===== src/rtl/cla_pkg.sv =====
// Shared types and default sizing for the sequential carry-lookahead adder.
package cla_pkg;

    localparam int unsigned CLA_WIDTH = 16;
    localparam int unsigned CLA_SLICE = 4;

    typedef enum logic [1:0] {
        ST_IDLE = 2'd0,
        ST_RUN  = 2'd1,
        ST_DONE = 2'd2
    } state_e;

endpackage


===== src/rtl/cla_slice.sv =====
// Combinational SLICE-bit carry-lookahead adder built from generate/propagate terms.
module cla_slice
    import cla_pkg::*;
#(
    parameter int unsigned SLICE = CLA_SLICE
) (
    input  logic [SLICE-1:0] a,
    input  logic [SLICE-1:0] b,
    input  logic             cin,
    output logic [SLICE-1:0] sum,
    output logic             cout
);

    logic [SLICE-1:0] g;
    logic [SLICE-1:0] p;
    logic [SLICE:0]   c;

    // Each carry is a flat sum of products over g/p/cin, with no ripple dependency.
    always_comb begin
        logic prod;
        logic term;
        g    = a & b;
        p    = a ^ b;
        c    = '0;
        c[0] = cin;
        for (int unsigned i = 0; i < SLICE; i++) begin
            term = 1'b0;
            for (int unsigned j = 0; j <= i; j++) begin
                prod = g[j];
                for (int unsigned k = j + 1; k <= i; k++) begin
                    prod = prod & p[k];
                end
                term = term | prod;
            end
            prod = cin;
            for (int unsigned k = 0; k <= i; k++) begin
                prod = prod & p[k];
            end
            c[i+1] = term | prod;
        end
        sum  = p ^ c[SLICE-1:0];
        cout = c[SLICE];
    end

endmodule


===== src/rtl/cla_seq_adder.sv =====
// Multi-cycle adder: one SLICE-bit lookahead slice per cycle, LSB first, with valid/ready handshakes.
module cla_seq_adder
    import cla_pkg::*;
#(
    parameter int unsigned WIDTH = CLA_WIDTH,
    parameter int unsigned SLICE = CLA_SLICE
) (
    input  logic             clk,
    input  logic             rst_n,
    input  logic             in_valid,
    output logic             in_ready,
    input  logic [WIDTH-1:0] a,
    input  logic [WIDTH-1:0] b,
    input  logic             cin,
    output logic             out_valid,
    input  logic             out_ready,
    output logic [WIDTH-1:0] sum,
    output logic             cout
);

    localparam int unsigned N     = WIDTH / SLICE;
    localparam int unsigned CNT_W = (N > 1) ? $clog2(N) : 1;

    state_e             state;
    state_e             state_next;
    logic [WIDTH-1:0]   a_reg;
    logic [WIDTH-1:0]   b_reg;
    logic               carry;
    logic [CNT_W-1:0]   cnt;

    logic [SLICE-1:0]   a_sl;
    logic [SLICE-1:0]   b_sl;
    logic [SLICE-1:0]   s_sl;
    logic               c_sl;
    logic               last_c;
    logic [WIDTH-1:0]   sum_upd;

    // Select the active slice and merge its result into the held sum.
    always_comb begin
        int unsigned shamt;
        logic [WIDTH-1:0] mask;
        shamt   = 32'(cnt) * SLICE;
        a_sl    = SLICE'(a_reg >> shamt);
        b_sl    = SLICE'(b_reg >> shamt);
        mask    = WIDTH'({SLICE{1'b1}}) << shamt;
        sum_upd = (sum & ~mask) | (WIDTH'(s_sl) << shamt);
        last_c  = (cnt == CNT_W'(N - 1));
    end

    cla_slice #(
        .SLICE (SLICE)
    ) u_slice (
        .a    (a_sl),
        .b    (b_sl),
        .cin  (carry),
        .sum  (s_sl),
        .cout (c_sl)
    );

    always_comb begin
        state_next = state;
        case (state)
            ST_IDLE: if (in_valid)  state_next = ST_RUN;
            ST_RUN:  if (last_c)    state_next = ST_DONE;
            ST_DONE: if (out_ready) state_next = ST_IDLE;
            default:                state_next = ST_IDLE;
        endcase
    end

    // Handshake flags are registered from the next state so they track it cycle-exactly.
    always_ff @(posedge clk) begin
        if (!rst_n) begin
            state     <= ST_IDLE;
            in_ready  <= 1'b1;
            out_valid <= 1'b0;
            a_reg     <= '0;
            b_reg     <= '0;
            carry     <= 1'b0;
            cnt       <= '0;
            sum       <= '0;
            cout      <= 1'b0;
        end else begin
            state     <= state_next;
            in_ready  <= (state_next == ST_IDLE);
            out_valid <= (state_next == ST_DONE);
            case (state)
                ST_IDLE: begin
                    if (in_valid) begin
                        a_reg <= a;
                        b_reg <= b;
                        carry <= cin;
                        cnt   <= '0;
                    end
                end
                ST_RUN: begin
                    sum   <= sum_upd;
                    carry <= c_sl;
                    if (last_c) begin
                        cout <= c_sl;
                        cnt  <= '0;
                    end else begin
                        cnt  <= cnt + CNT_W'(1);
                    end
                end
                default: ;
            endcase
        end
    end

endmodule


===== config.mk =====
export PLATFORM = sky130hd
export DESIGN_NAME = cla_seq_adder
export DESIGN_NICKNAME = d
export VERILOG_FILES = /design/src/rtl/cla_pkg.sv /design/src/rtl/cla_slice.sv /design/src/rtl/cla_seq_adder.sv
export SDC_FILE = /design/constraint.sdc
export NUM_CORES = 1
export LEC_CHECK = 0
export CAP_MARGIN = 20
export CORE_MARGIN = 4
export CORE_UTILIZATION = 46
export CTS_BUF_LIST = sky130_fd_sc_hd__clkbuf_8 sky130_fd_sc_hd__clkbuf_16
export DETAILED_ROUTE_END_ITERATION = 16
export PLACE_DENSITY_LB_ADDON = 0.2
export SLEW_MARGIN = 10
export SYNTH_ARGS = -nofsm -noshare
export SYNTH_HDL_FRONTEND = slang
export SYNTH_SLANG_ARGS = --single-unit

===== constraint.sdc =====
create_clock -name clk -period 2.7 [get_ports clk]
set_input_delay 0.405 -clock clk [delete_from_list [all_inputs] [get_ports clk]]
set_output_delay 0.405 -clock clk [all_outputs]
set_load 0.03 [all_outputs]

# [Word-level counts from Yosys, hierarchy flattened]
# Cells that the tools add are included.
[totals] output_inout_bits=19 rom_bits=0 elab_cells=60 register_bits=56 inputBits=37 memories=0 ramBits=0 latchBits=0
[classes] div=0 n_mux=9 bitwise=26 n_addsub=1 shift=4 mul=0 n_lt_le_gt_ge=0 eq_ne=5 n_reduce_logical=6
[op_table] cell="16-bit by 4-bit right shift with 4-bit output" count=2
[op_table] cell="16-bit AND" count=1
[op_table] cell="16-bit NOT" count=1
[op_table] cell="16-bit OR" count=1
[op_table] cell="4-bit by 4-bit << shifter with 16-bit output" count=1
[op_table] cell="4-bit by 4-bit << shifter with 16-bit output, first input constant" count=1
[op_table] cell="1-bit AND" count=10
[op_table] cell="2-bit two-way mux" count=5
[op_table] cell="1-bit OR" count=10
[op_table] cell="4-bit XOR" count=2
[op_table] cell="2-bit == test, second input constant" count=3
[op_table] cell="2-bit one-hot mux with 3 select lines" count=1
[op_table] cell="2-bit AND reduction" count=3
[op_table] cell="4-bit AND" count=1
[op_table] cell="2-bit logical NOT" count=2
[op_table] cell="2-bit one-hot mux with 2 select lines" count=1
[op_table] cell="2-bit by 1-bit adder with 2-bit output, second input constant" count=1
[op_table] cell="2-bit by 1-bit == test with 1-bit output, second input constant" count=1
[op_table] cell="2-bit != test, second input constant" count=1
[op_table] cell="1-bit one-hot mux with 2 select lines" count=1
[op_table] cell="2-bit nonzero test" count=1
[op_table] cell="1-bit two-way mux" count=1

# [Logic depth before layout (Yosys ltp)]
# Gate-level depths: netlist of run 1.
[depth] depth_word=10 ltp_mapped=8 ltp_nobuf=6

# [Cells and area by module]
# From an unflattened synthesis of run 1, not the netlist that was laid out.
[hier_totals] cells_unflattened=230 hier_area_um2=2523.7
[by_module_without_submodules] mod="cla_seq_adder" area_per_inst_um2=2379.8 instances=1 cells_each=215 seq_area_each_um2=1121.1
[by_module_without_submodules] mod="cla_slice" area_per_inst_um2=143.9 instances=1 cells_each=15 seq_area_each_um2=0.0

# [Least setup slack after synthesis of run 1]
# Ideal clock, no wire load.
[synth_timing] kind="register -> register" start="register cnt[0]" end="register sum[11]" path_buffers=2 path_stages_with_launch=9 setup_slack_ps=174 synth_period_minus_slack_ps=2526 arrival_ps=2400 setup_ps=126 t_required_ps=2574 cell_sequence="dfxtp_1 buf_2 buf_4 mux4_2 ha_1 ha_1 o211ai_1 and2_1 o211ai_1"
[synth_via] elab_chain_cells=10 elab_cells_between_ends=19 cone_classes="shift: 4; bitwise: 15"
[synth_lines] item="start, declared" line="cla_seq_adder.sv:29" text="logic [CNT_W-1:0] cnt;"
[synth_lines] item="start signal, assigned" line="cla_seq_adder.sv:102" text="cnt <= cnt + CNT_W'(1);"
[synth_lines] item="16-bit by 4-bit right shift with 4-bit output (on tied branches)" line="cla_seq_adder.sv:43, cla_seq_adder.sv:44"
[synth_lines] item="4-bit AND / 4-bit XOR (equally long branches)" line="cla_slice.sv:22, cla_slice.sv:23"
[synth_lines] item="1-bit AND (2 in a row)" line="cla_slice.sv:31" text="prod = prod & p[k];"
[synth_lines] item="1-bit OR (2 in a row)" line="cla_slice.sv:33" text="term = term | prod;"
[synth_lines] item="1-bit OR" line="cla_slice.sv:39" text="c[i+1] = term | prod;"
[synth_lines] item="4-bit XOR" line="cla_slice.sv:41" text="sum = p ^ c[SLICE-1:0];"
[synth_lines] item="4-bit by 4-bit << shifter with 16-bit output" line="cla_seq_adder.sv:46" text="sum_upd = (sum & ~mask) | (WIDTH'(s_sl) << shamt);"
[synth_lines] item="16-bit OR *" line="cla_seq_adder.sv:46"
[synth_lines] item="end signal, assigned" line="cla_seq_adder.sv:96" text="sum <= sum_upd;"
[synth_lines] item="end, declared" line="cla_seq_adder.sv:17" text="output logic [WIDTH-1:0] sum,"
# Mark *: on every way between the ends. The rest lies on a longest branch, timed or not.
# A chain may end at the register's enable or synchronous reset.

# [Worst setup path after layout of run 1]
[layout_timing] start="register cnt[0]" end="register sum[14]"
[layout_via] elab_chain_cells=8 elab_cells_between_ends=15 cone_classes="shift: 4; bitwise: 11"
[layout_lines] item="16-bit by 4-bit right shift with 4-bit output (on tied branches)" line="cla_seq_adder.sv:43, cla_seq_adder.sv:44"
[layout_lines] item="4-bit AND / 4-bit XOR (equally long branches)" line="cla_slice.sv:22, cla_slice.sv:23"
[layout_lines] item="1-bit AND (on tied branches)" line="cla_slice.sv:31, cla_slice.sv:37"
[layout_lines] item="1-bit OR / 1-bit AND (equally long branches)" line="cla_slice.sv:33, cla_slice.sv:37"
[layout_lines] item="1-bit OR" line="cla_slice.sv:39"
[layout_lines] item="4-bit XOR" line="cla_slice.sv:41"
[layout_lines] item="4-bit by 4-bit << shifter with 16-bit output" line="cla_seq_adder.sv:46"
[layout_lines] item="16-bit OR *" line="cla_seq_adder.sv:46"
# Marks and branches as above.

==> results of run 1 <==
final cells by class:
type                    count  area (um2)
multi-input cells         198        1443
well taps                  72       90.09
flip-flops and latches     56        1121
inverters                   8       30.03
repair buffers             64       618.1
fillers                   496        2181
clock buffers               5       68.82
clock inverters             3       90.09
kinds of logic (layout without fill, tap and decap cells):
| kind of cell | after synthesis | after routing |
|---|---|---|
| buf+inv | 25 | 80 |
| xor+xnor | 1 | 1 |
| flops | 56 | 56 |
| mux | 8 | 8 |
| fa+ha+maj | 10 | 10 |
| compound gates | 63 | 63 |
| simple gates | 116 | 116 |
power breakdown:
group / internal (W) / switching [W]
Sequential: 0.000865 / 0.0000298
Clock: 0.000463 / 0.000265
Combinational: 0.000147 / 0.000136
Total: 0.00148 / 0.000432
path summary, 6_finish.rpt:
| kind | end | depth (start not counted) | slack (ps) |
|---|---|---|---|
| max | sum[14]$_SDFFE_PN0P_ | 6 | 250 |
| min | a_reg[14]$_SDFFE_PN0P_ | 2 | 470 |
| max reg2reg | sum[14]$_SDFFE_PN0P_ | 6 | 250 |
| min reg2reg | a_reg[14]$_SDFFE_PN0P_ | 2 | 470 |
worst register-to-register path: stages (launching register included):
cell       delay [ps]
dfxtp_1           460
buf_4             190
mux4_2            520
ha_1              370
or2_2             290
o2111ai_1         370
o21ai_0           150
per-layer routing:
metal / up-vias / routed length [um]
met1: 1035 / 2710
met2: 46 / 2819
met4: 0 / 55
li1: 1074 / -
met3: 4 / 257
met5: - / 0
cells in the final DEF (no fill, tap or decap), types with 2 or more instances in the layout:
| cell | netlist | layout |
|---|---|---|
| buf_4 | 1 | 9 |
| and2_1 | 2 | 2 |
| o22ai_1 | 2 | 2 |
| nand3b_1 | 4 | 4 |
| nand4_1 | 4 | 4 |
| inv_1 | 7 | 7 |
| nand2_1 | 70 | 70 |
| nor2_1 | 8 | 8 |
| clkdlybuf4s50_1 | 0 | 55 |
| bufinv_16 | 0 | 3 |
| o21ai_0 | 5 | 5 |
| a21boi_0 | 2 | 2 |
| nand3_1 | 9 | 9 |
| ha_1 | 9 | 9 |
| dfxtp_1 | 56 | 56 |
| a21boi_2 | 26 | 26 |
| a21oi_1 | 6 | 6 |
| clkbuf_8 | 0 | 5 |
| mux4_2 | 8 | 8 |
| a22oi_1 | 11 | 11 |
| nor2b_1 | 8 | 8 |
| and4bb_2 | 2 | 2 |
| o21a_1 | 2 | 2 |
| o211ai_1 | 5 | 5 |
through the flow:
step	instances	instance area, um2
2_1_floorplan	279	2728
3_3_place_gp	398	3302
3_5_place_dp	398	3302
4_1_cts	406	3461
5_1_grt	406	3461
6_report	406	3461
synthesized netlist by cell type (3+ instances only):
library cell  number
ha_1               9
clkbuf_1           3
dfxtp_1           56
nand2_1           70
nor2b_1            8
nand3_1            9
a21oi_1            6
inv_1              7
buf_2              5
o211ai_1           5
a21boi_2          26
nand4_1            4
nor2_1             8
nand3b_1           4
mux4_2             8
buf_6              8
o21ai_0            5
a22oi_1           11
==> flow_metrics.tcl, run 1 <==
set metrics [dict create \
    status "complete, no violations" \
    startpoint "cnt[0]$_SDFFE_PN0P_" \
    utilization 0.6134 \
    io_buffers 55 \
    slew_headroom 0.5896 \
    synth_area_leaders "dfxtp_1 (41%), a21boi_2 (11%), nand2_1 (9.6%)" \
    via_per_inst 5.318 \
    crit_fanout 5 \
    synth_area_per_cell_um2 9.776 \
    met1_usage 0.2263 \
    synth_compound_area_frac 0.1977 \
    cp.required_ps 2880 \
    synthMuxAreaShare 0.06606 \
    cts_hold_buf 0 \
    use_met2 0.2726 \
    r2r-start "cnt[0]$_SDFFE_PN0P_" \
    diodes 0 \
    dp_hpwl_mm 4.411 \
    clock_path_buffers 2 \
    antenna_found_initial 0 \
    worstPathArrival_ps 2640 \
    finalWirelength_mm 5.843 \
    drive_above_1_share 0.1766 \
    start_util 0.4835 \
    die_w_um 85.01 \
    drc_errors 0 \
    clk_latency_ps 310 \
    syn_area_um2 2728 \
    pre_cts_slack_ps 277.5 \
    fmax_mhz 408.0 \
    setup_viol 0 \
    area_growth_pct 26.88 \
    cts_tree "built" \
    synth_xor_area_frac 0.003211 \
    synth_nets 326 \
    synth_cell_types 40 \
    first_iter_violations 91 \
    cp_cell_sequence "buf_4, mux4_2, ha_1, or2_2, o2111ai_1, o21ai_0" \
    coreArea_um2 5642 \
    nets 380 \
    cp-start-kind "flip-flop" \
    postCtsResizedCells 0 \
    yosysTopAreaCell "dfxtp_1" \
    htreeDepth 2 \
    ys_ff_latch 56 \
    synth_cells 279 \
    maxSlewViolCount 0 \
    gp_congestion 0.8107 \
    ys_warn_count 0 \
    cpMaxStageDelayCell "mux4_2" \
    vdd_ir_drop_max_v 0.0002684 \
    critical-path-top-delay-family "multiplexers" \
    grt_max_degree 34 \
    clkTransAtPathRegs_ps 100 \
    final_hold_viol_count 0 \
    cp.buffers_inverters 1 \
    power_per_cell_area_nw_per_um2 551.0 \
    grt_pass1_vias 2073 \
    drt_first_pass_iters 4 \
    vias 2159 \
    postCtsSetupRepairBufs 0 \
    die_area_um2 7226 \
    yosys.area_share.simple 0.2133 \
    overflow 0 \
    finClkSkew_ps 9.839 \
    worstSetupPathType "flip-flop to flip-flop" \
    track_usage 0.1682 \
    worstSetupEndpointType "flip-flop" \
    setup_slack_ps 249.3 \
    finalSetupTns_ps 0 \
    tightest_slew_ps 613.7 \
    power_w 0.001907 \
    fp-row-count 27 \
    cts.sinks 56 \
    synth_top_area_share 0.4110 \
    p_leak_nw 1.245 \
    synth_edf_count 0 \
    cp_slowest_stage_delay_ps 520 \
    grt_pass1_wl_mm 9.949 \
    ys_seq_area_frac 0.4110 \
    finalCritPeriodShare 0.9077 \
    die_y_um 85.01 \
    cts_inserted_buffers 5 \
    hold_path.class "flip-flop to flip-flop" \
    synth_flop_cell "dfxtp_1" \
    synthAdderAreaFrac 0.04862 \
    hp-start "a_reg[14]$_SDFFE_PN0P_" \
    maxCapViolCount 0 \
    grt_busiest_layer "met2" \
    synth_top_family_by_area "simple AND/OR/NAND/NOR gates" \
    period_needed_ps 2451 \
    fin_hold_ws_ps 472.4 \
    io_pins 56 \
    wl_per_cell_um 14.39 \
    rsz0062_at_grt "no" \
    met3_usage 0.03592 \
    postRouteAntennaNets 0 \
    cts_root_buffer "clkbuf_8" \
    async_reset_ff_frac 0 \
]
Note: power is estimated with default switching activity, not from simulation.
==> run 2, diff against run 1 <==
- CORE_MARGIN: 4 -> 10
==> run 2 against run 1 <==
Clock power about the same. Power increased by 0.17%. Routed wire length up 6.9%. Combinational power about the same. Design area is 0.22% lower. Sequential power about the same. Worst hold slack lost 2.9 ps.
==> flow_metrics.tcl, run 2 (synthesis results as in run 1) <==
set metrics [dict create \
    tightest_slew_ps 593.3 \
    fp-row-count 27 \
    io_pins 56 \
    pre_cts_slack_ps 319.4 \
    reg2reg_depth 6 \
    cts_hold_buf 0 \
    drive_above_1_share 0.1742 \
    cp.required_ps 2880 \
    cts_tree "built" \
    io_buffers 55 \
    status "complete, no violations" \
    vias 2142 \
    maxSlewViolCount 0 \
    p_leak_nw 1.240 \
    overflow 0 \
    first_iter_violations 159 \
    fin_area_um2 3453 \
    dpl-instance-area_um2 3294 \
    die_w_um 97.01 \
    start_util 0.4835 \
    postCtsSetupRepairBufs 0 \
    cts_root_buffer "clkbuf_8" \
    utilization 0.6121 \
    vdd_ir_drop_max_v 0.0002957 \
    fillers 515 \
    coreArea_um2 5642 \
    finalWirelength_mm 6.248 \
    maxCapViolCount 0 \
    fin_hold_ws_ps 469.5 \
    postRouteAntennaNets 0 \
    diodes 0 \
    finalSetupTns_ps 0 \
    fmax_mhz 417.3 \
    rsz0062_at_grt "no" \
    setup_slack_ps 303.6 \
    antenna_found_initial 0 \
    dp_hpwl_mm 4.733 \
    final_hold_viol_count 0 \
    worstSetupEndpointType "flip-flop" \
    postCtsResizedCells 0 \
    cts.sinks 56 \
    htreeDepth 2 \
    drt_first_pass_iters 4 \
    nets 379 \
    drc_errors 0 \
    grt_max_degree 35 \
    final_common_cell "nand2_1" \
    setup_viol 0 \
    cp-start-kind "flip-flop" \
    worstSetupPathType "flip-flop to flip-flop" \
    die_y_um 97.01 \
    seqCellArea_um2 1121 \
    cts_inserted_buffers 5 \
    layout_common_cells "nand2_1 (70), dfxtp_1 (56), clkdlybuf4s50_1 (55)" \
    clkTransAtPathRegs_ps 100 \
    clock_path_buffers 2 \
    finClkSkew_ps 3.292 \
    multiInputGateArea_um2 1443 \
    slew_headroom 0.6032 \
    track_usage 0.1307 \
    grt_pass1_vias 2152 \
    min_path_cells 2 \
    worstPathArrival_ps 2570 \
    gp_congestion 0.7988 \
    rrSetupSlack_ps 300 \
    hold_path.class "flip-flop to flip-flop" \
    die_area_um2 9410 \
    wl_per_cell_um 15.43 \
    area_growth_pct 26.61 \
    grt_pass1_wl_mm 10.58 \
    period_needed_ps 2396 \
    finalCritPeriodShare 0.8875 \
    power_per_cell_area_nw_per_um2 553.1 \
    crit_fanout 5 \
    clk_latency_ps 300 \
    via_per_inst 5.289 \
]
==> run 2: metal layers <==
| metal | track usage | up-vias | wire length (um) |
|---|---|---|---|
| li1 | - | 1072 | - |
| met1 | 0.1642 | 1025 | 2898 |
| met2 | 0.2163 | 41 | 3036 |
| met3 | 0.03265 | 4 | 256 |
| met4 | 0.03382 | 0 | 56 |
| met5 | 0 | - | 0 |
==> run 2: path summary, 6_finish.rpt <==
check                         start                      to
max             cnt[0]$_SDFFE_PN0P_    sum[10]$_SDFFE_PN0P_
min reg2reg  b_reg[13]$_SDFFE_PN0P_  b_reg[13]$_SDFFE_PN0P_
max reg2reg     cnt[0]$_SDFFE_PN0P_    sum[10]$_SDFFE_PN0P_
min          b_reg[13]$_SDFFE_PN0P_  b_reg[13]$_SDFFE_PN0P_
==> run 2: area by class of cell <==
| class | instances | area share |
|---|---|---|
| Inverter | 8 | 0.008696 |
| Sequential cell | 56 | 0.3246 |
| Timing Repair Buffer | 63 | 0.1768 |
| Clock buffer | 5 | 0.01993 |
| Clock inverter | 3 | 0.02609 |
| Tap cell | 72 | 0.02609 |
| Multi-Input combinational cell | 198 | 0.4178 |
==> run 2: through the flow <==
| step | power, W | std cells |
|---|---|---|
| detailed placement | 0.001198 | 397 |
| floorplan | 0.001100 | 279 |
| global route | 0.001987 | 405 |
| finish | 0.001910 | 405 |
| CTS | 0.001923 | 405 |
| global placement | 0.001193 | 397 |
==> run 2: critical path: stages, from the launching register on <==
cell,delay [ps]
dfxtp_1,440
buf_4,180
mux4_2,510
ha_1,360
or2_2,280
o2111ai_1,320
o21ai_0,170
==> run 2: report_power, final <==
| group | leakage (nW) | switching, W | internal, W |
|---|---|---|---|
| registers | 0.457 | 0.0000305 | 0.000865 |
| logic | 0.704 | 0.000136 | 0.000146 |
| clock network | 0.0784 | 0.000269 | 0.000463 |
==> run 3, diff against run 2 <==
- CORE_UTILIZATION: 46 -> 40
- DONT_BUFFER_PORTS: not set -> 1
- SETUP_SLACK_MARGIN: not set -> 0.15
==> run 3 against run 2 <==
Core utilization down 19 points. Largest power group unchanged. Critical path depth unchanged. Count of clock-buffer cells in the layout unchanged. Global-route usage down 0.90 points. Critical path type unchanged. Fmax about the same. Setup slack worse by 2.4 ps.
==> flow_metrics.tcl, run 3 (synthesis results as in run 1) <==
set metrics [dict create \
    rrSetupSlack_ps 300 \
    finalWirelength_mm 6.263 \
    fp-row-count 30 \
    die_w_um 102.6 \
    cpMostUsedCell "ha_1" \
    start_util 0.4060 \
    overflow 0 \
    worstSetupPathType "flip-flop to flip-flop" \
    cts_tree "built" \
    io_buffers 0 \
    worstSetupEndpointType "flip-flop" \
    drt_first_pass_iters 4 \
    antenna_found_initial 0 \
    hold_path.class "input port to flip-flop" \
    fmax_mhz 416.9 \
    area_growth_pct 3.715 \
    finalCritPeriodShare 0.8884 \
    diodes 0 \
    final_hold_viol_count 0 \
    final_common_cell "nand2_1" \
    hp-start "rst_n" \
    vias 1893 \
    wl_per_cell_um 17.59 \
    die_y_um 102.6 \
    via_per_inst 5.317 \
    fillers 656 \
    period_needed_ps 2399 \
    postRouteAntennaNets 0 \
    drc_errors 0 \
    cp.required_ps 2920 \
    cpMaxStageDelayCell "mux4_2" \
    r2r-start "cnt[0]$_SDFFE_PN0P_" \
    die_area_um2 10520 \
    min_path_cells 1 \
    track_usage 0.1217 \
    clk_latency_ps 310 \
    cp.buffers_inverters 0 \
    whs_endpoint "in_ready$_SDFF_PN1_" \
    slew_headroom 0.4798 \
    critical-path-top-delay-family "compound AO/OA/AOI/OAI gates" \
    cts.sinks 56 \
    grt_pass1_wl_mm 9.798 \
    finClkSkew_ps 9.279 \
    worstPathArrival_ps 2620 \
    crit_fanout 7 \
    maxCapViolCount 0 \
    clock_path_buffers 2 \
    vdd_ir_drop_max_v 0.0002163 \
    finalSetupTns_ps 0 \
    startpoint "cnt[0]$_SDFFE_PN0P_" \
    coreArea_um2 6719 \
    drive_above_1_share 0.2065 \
    cp_slowest_stage_delay_ps 580 \
    clkTransAtPathRegs_ps 100 \
    reg2reg_to "sum[6]$_SDFFE_PN0P_" \
    maxSlewViolCount 0 \
    cts_root_buffer "clkbuf_8" \
    tightest_slew_ps 779.4 \
    nets 323 \
    first_iter_violations 94 \
    cp-start-kind "flip-flop" \
    status "complete, no violations" \
    io_pins 56 \
    gp_congestion 0.7816 \
    placed_cells 349 \
    power_per_cell_area_nw_per_um2 548.0 \
    reg2reg_depth 6 \
    cts_inserted_buffers 5 \
    dp_hpwl_mm 4.710 \
    grt_pass1_vias 1886 \
    p_leak_nw 0.9898 \
    cp.depth 6 \
    rsz0062_at_grt "no" \
    setup_viol 0 \
    grt_max_degree 52 \
    layout_common_cells "nand2_1 (70), dfxtp_1 (55), a21boi_2 (26)" \
    cp_cell_sequence "mux4_2, ha_1, ha_1, o211ai_1, o2111ai_1, o21ai_0" \
    htreeDepth 2 \
    stdcell_count 356 \
]
run 3: final cells by class:
cell class	instances	area [um2]	share of cell area
timing repair buffer	7	52.55	0.01858
sequential	56	1122	0.3967
tap	80	100.1	0.03538
inverter	8	30.03	0.01061
clock inverter	2	12.51	0.004423
clock buffer	5	68.82	0.02433
multi-input combinational	198	1443	0.5100
run 3: worst max path at each step:
stage / endpoint / slack [ps]
2_1_floorplan: sum[11]$_SDFFE_PN0P_ / 170
3_3_place_gp: sum[10]$_SDFFE_PN0P_ / 250
3_5_place_dp: sum[6]$_SDFFE_PN0P_ / 180
4_1_cts: sum[6]$_SDFFE_PN0P_ / 160
5_1_grt: sum[6]$_SDFFE_PN0P_ / 170
6_report: sum[6]$_SDFFE_PN0P_ / 300
run 3: power breakdown:
| group | internal (W) | leakage, nW | switching (W) | total (W) |
|---|---|---|---|---|
| combinational | 0.0000908 | 0.492 | 0.000108 | 0.000199 |
| clock | 0.000177 | 0.0400 | 0.000267 | 0.000444 |
| sequential | 0.000865 | 0.458 | 0.0000428 | 0.000908 |
run 3: repair_timing:
action	in CTS	in global routing
hold buffers	0	0
resized for setup	0	1
setup endpoints to repair	0	8
buffers inserted	0	0
hold endpoints to repair	0	0
run 3: through the flow:
stage / total power, W / area (um2) / util / setup slack [ps] / hold slack (ps)
2_1_floorplan: 0.001100 / 2728 / - / 173.9 / 432.1
3_3_place_gp: 0.001127 / 2746 / 0.4088 / 254.0 / 440.4
3_5_place_dp: 0.001130 / 2746 / 0.4088 / 179.8 / 450.2
4_1_cts: 0.001565 / 2828 / 0.4209 / 159.9 / 179.2
5_1_grt: 0.001623 / 2829 / 0.4210 / 174.5 / 188.5
6_report: 0.001550 / 2829 / 0.4210 / 301.3 / 183.6
run 3: routing by layer:
metal / vias up / GRT usage / wire [um]
li1: 967 / - / -
met4: 0 / 0.02928 / 40
met2: 50 / 0.1879 / 2888
met1: 874 / 0.1578 / 2910
met3: 2 / 0.04357 / 424
met5: - / 0 / 0
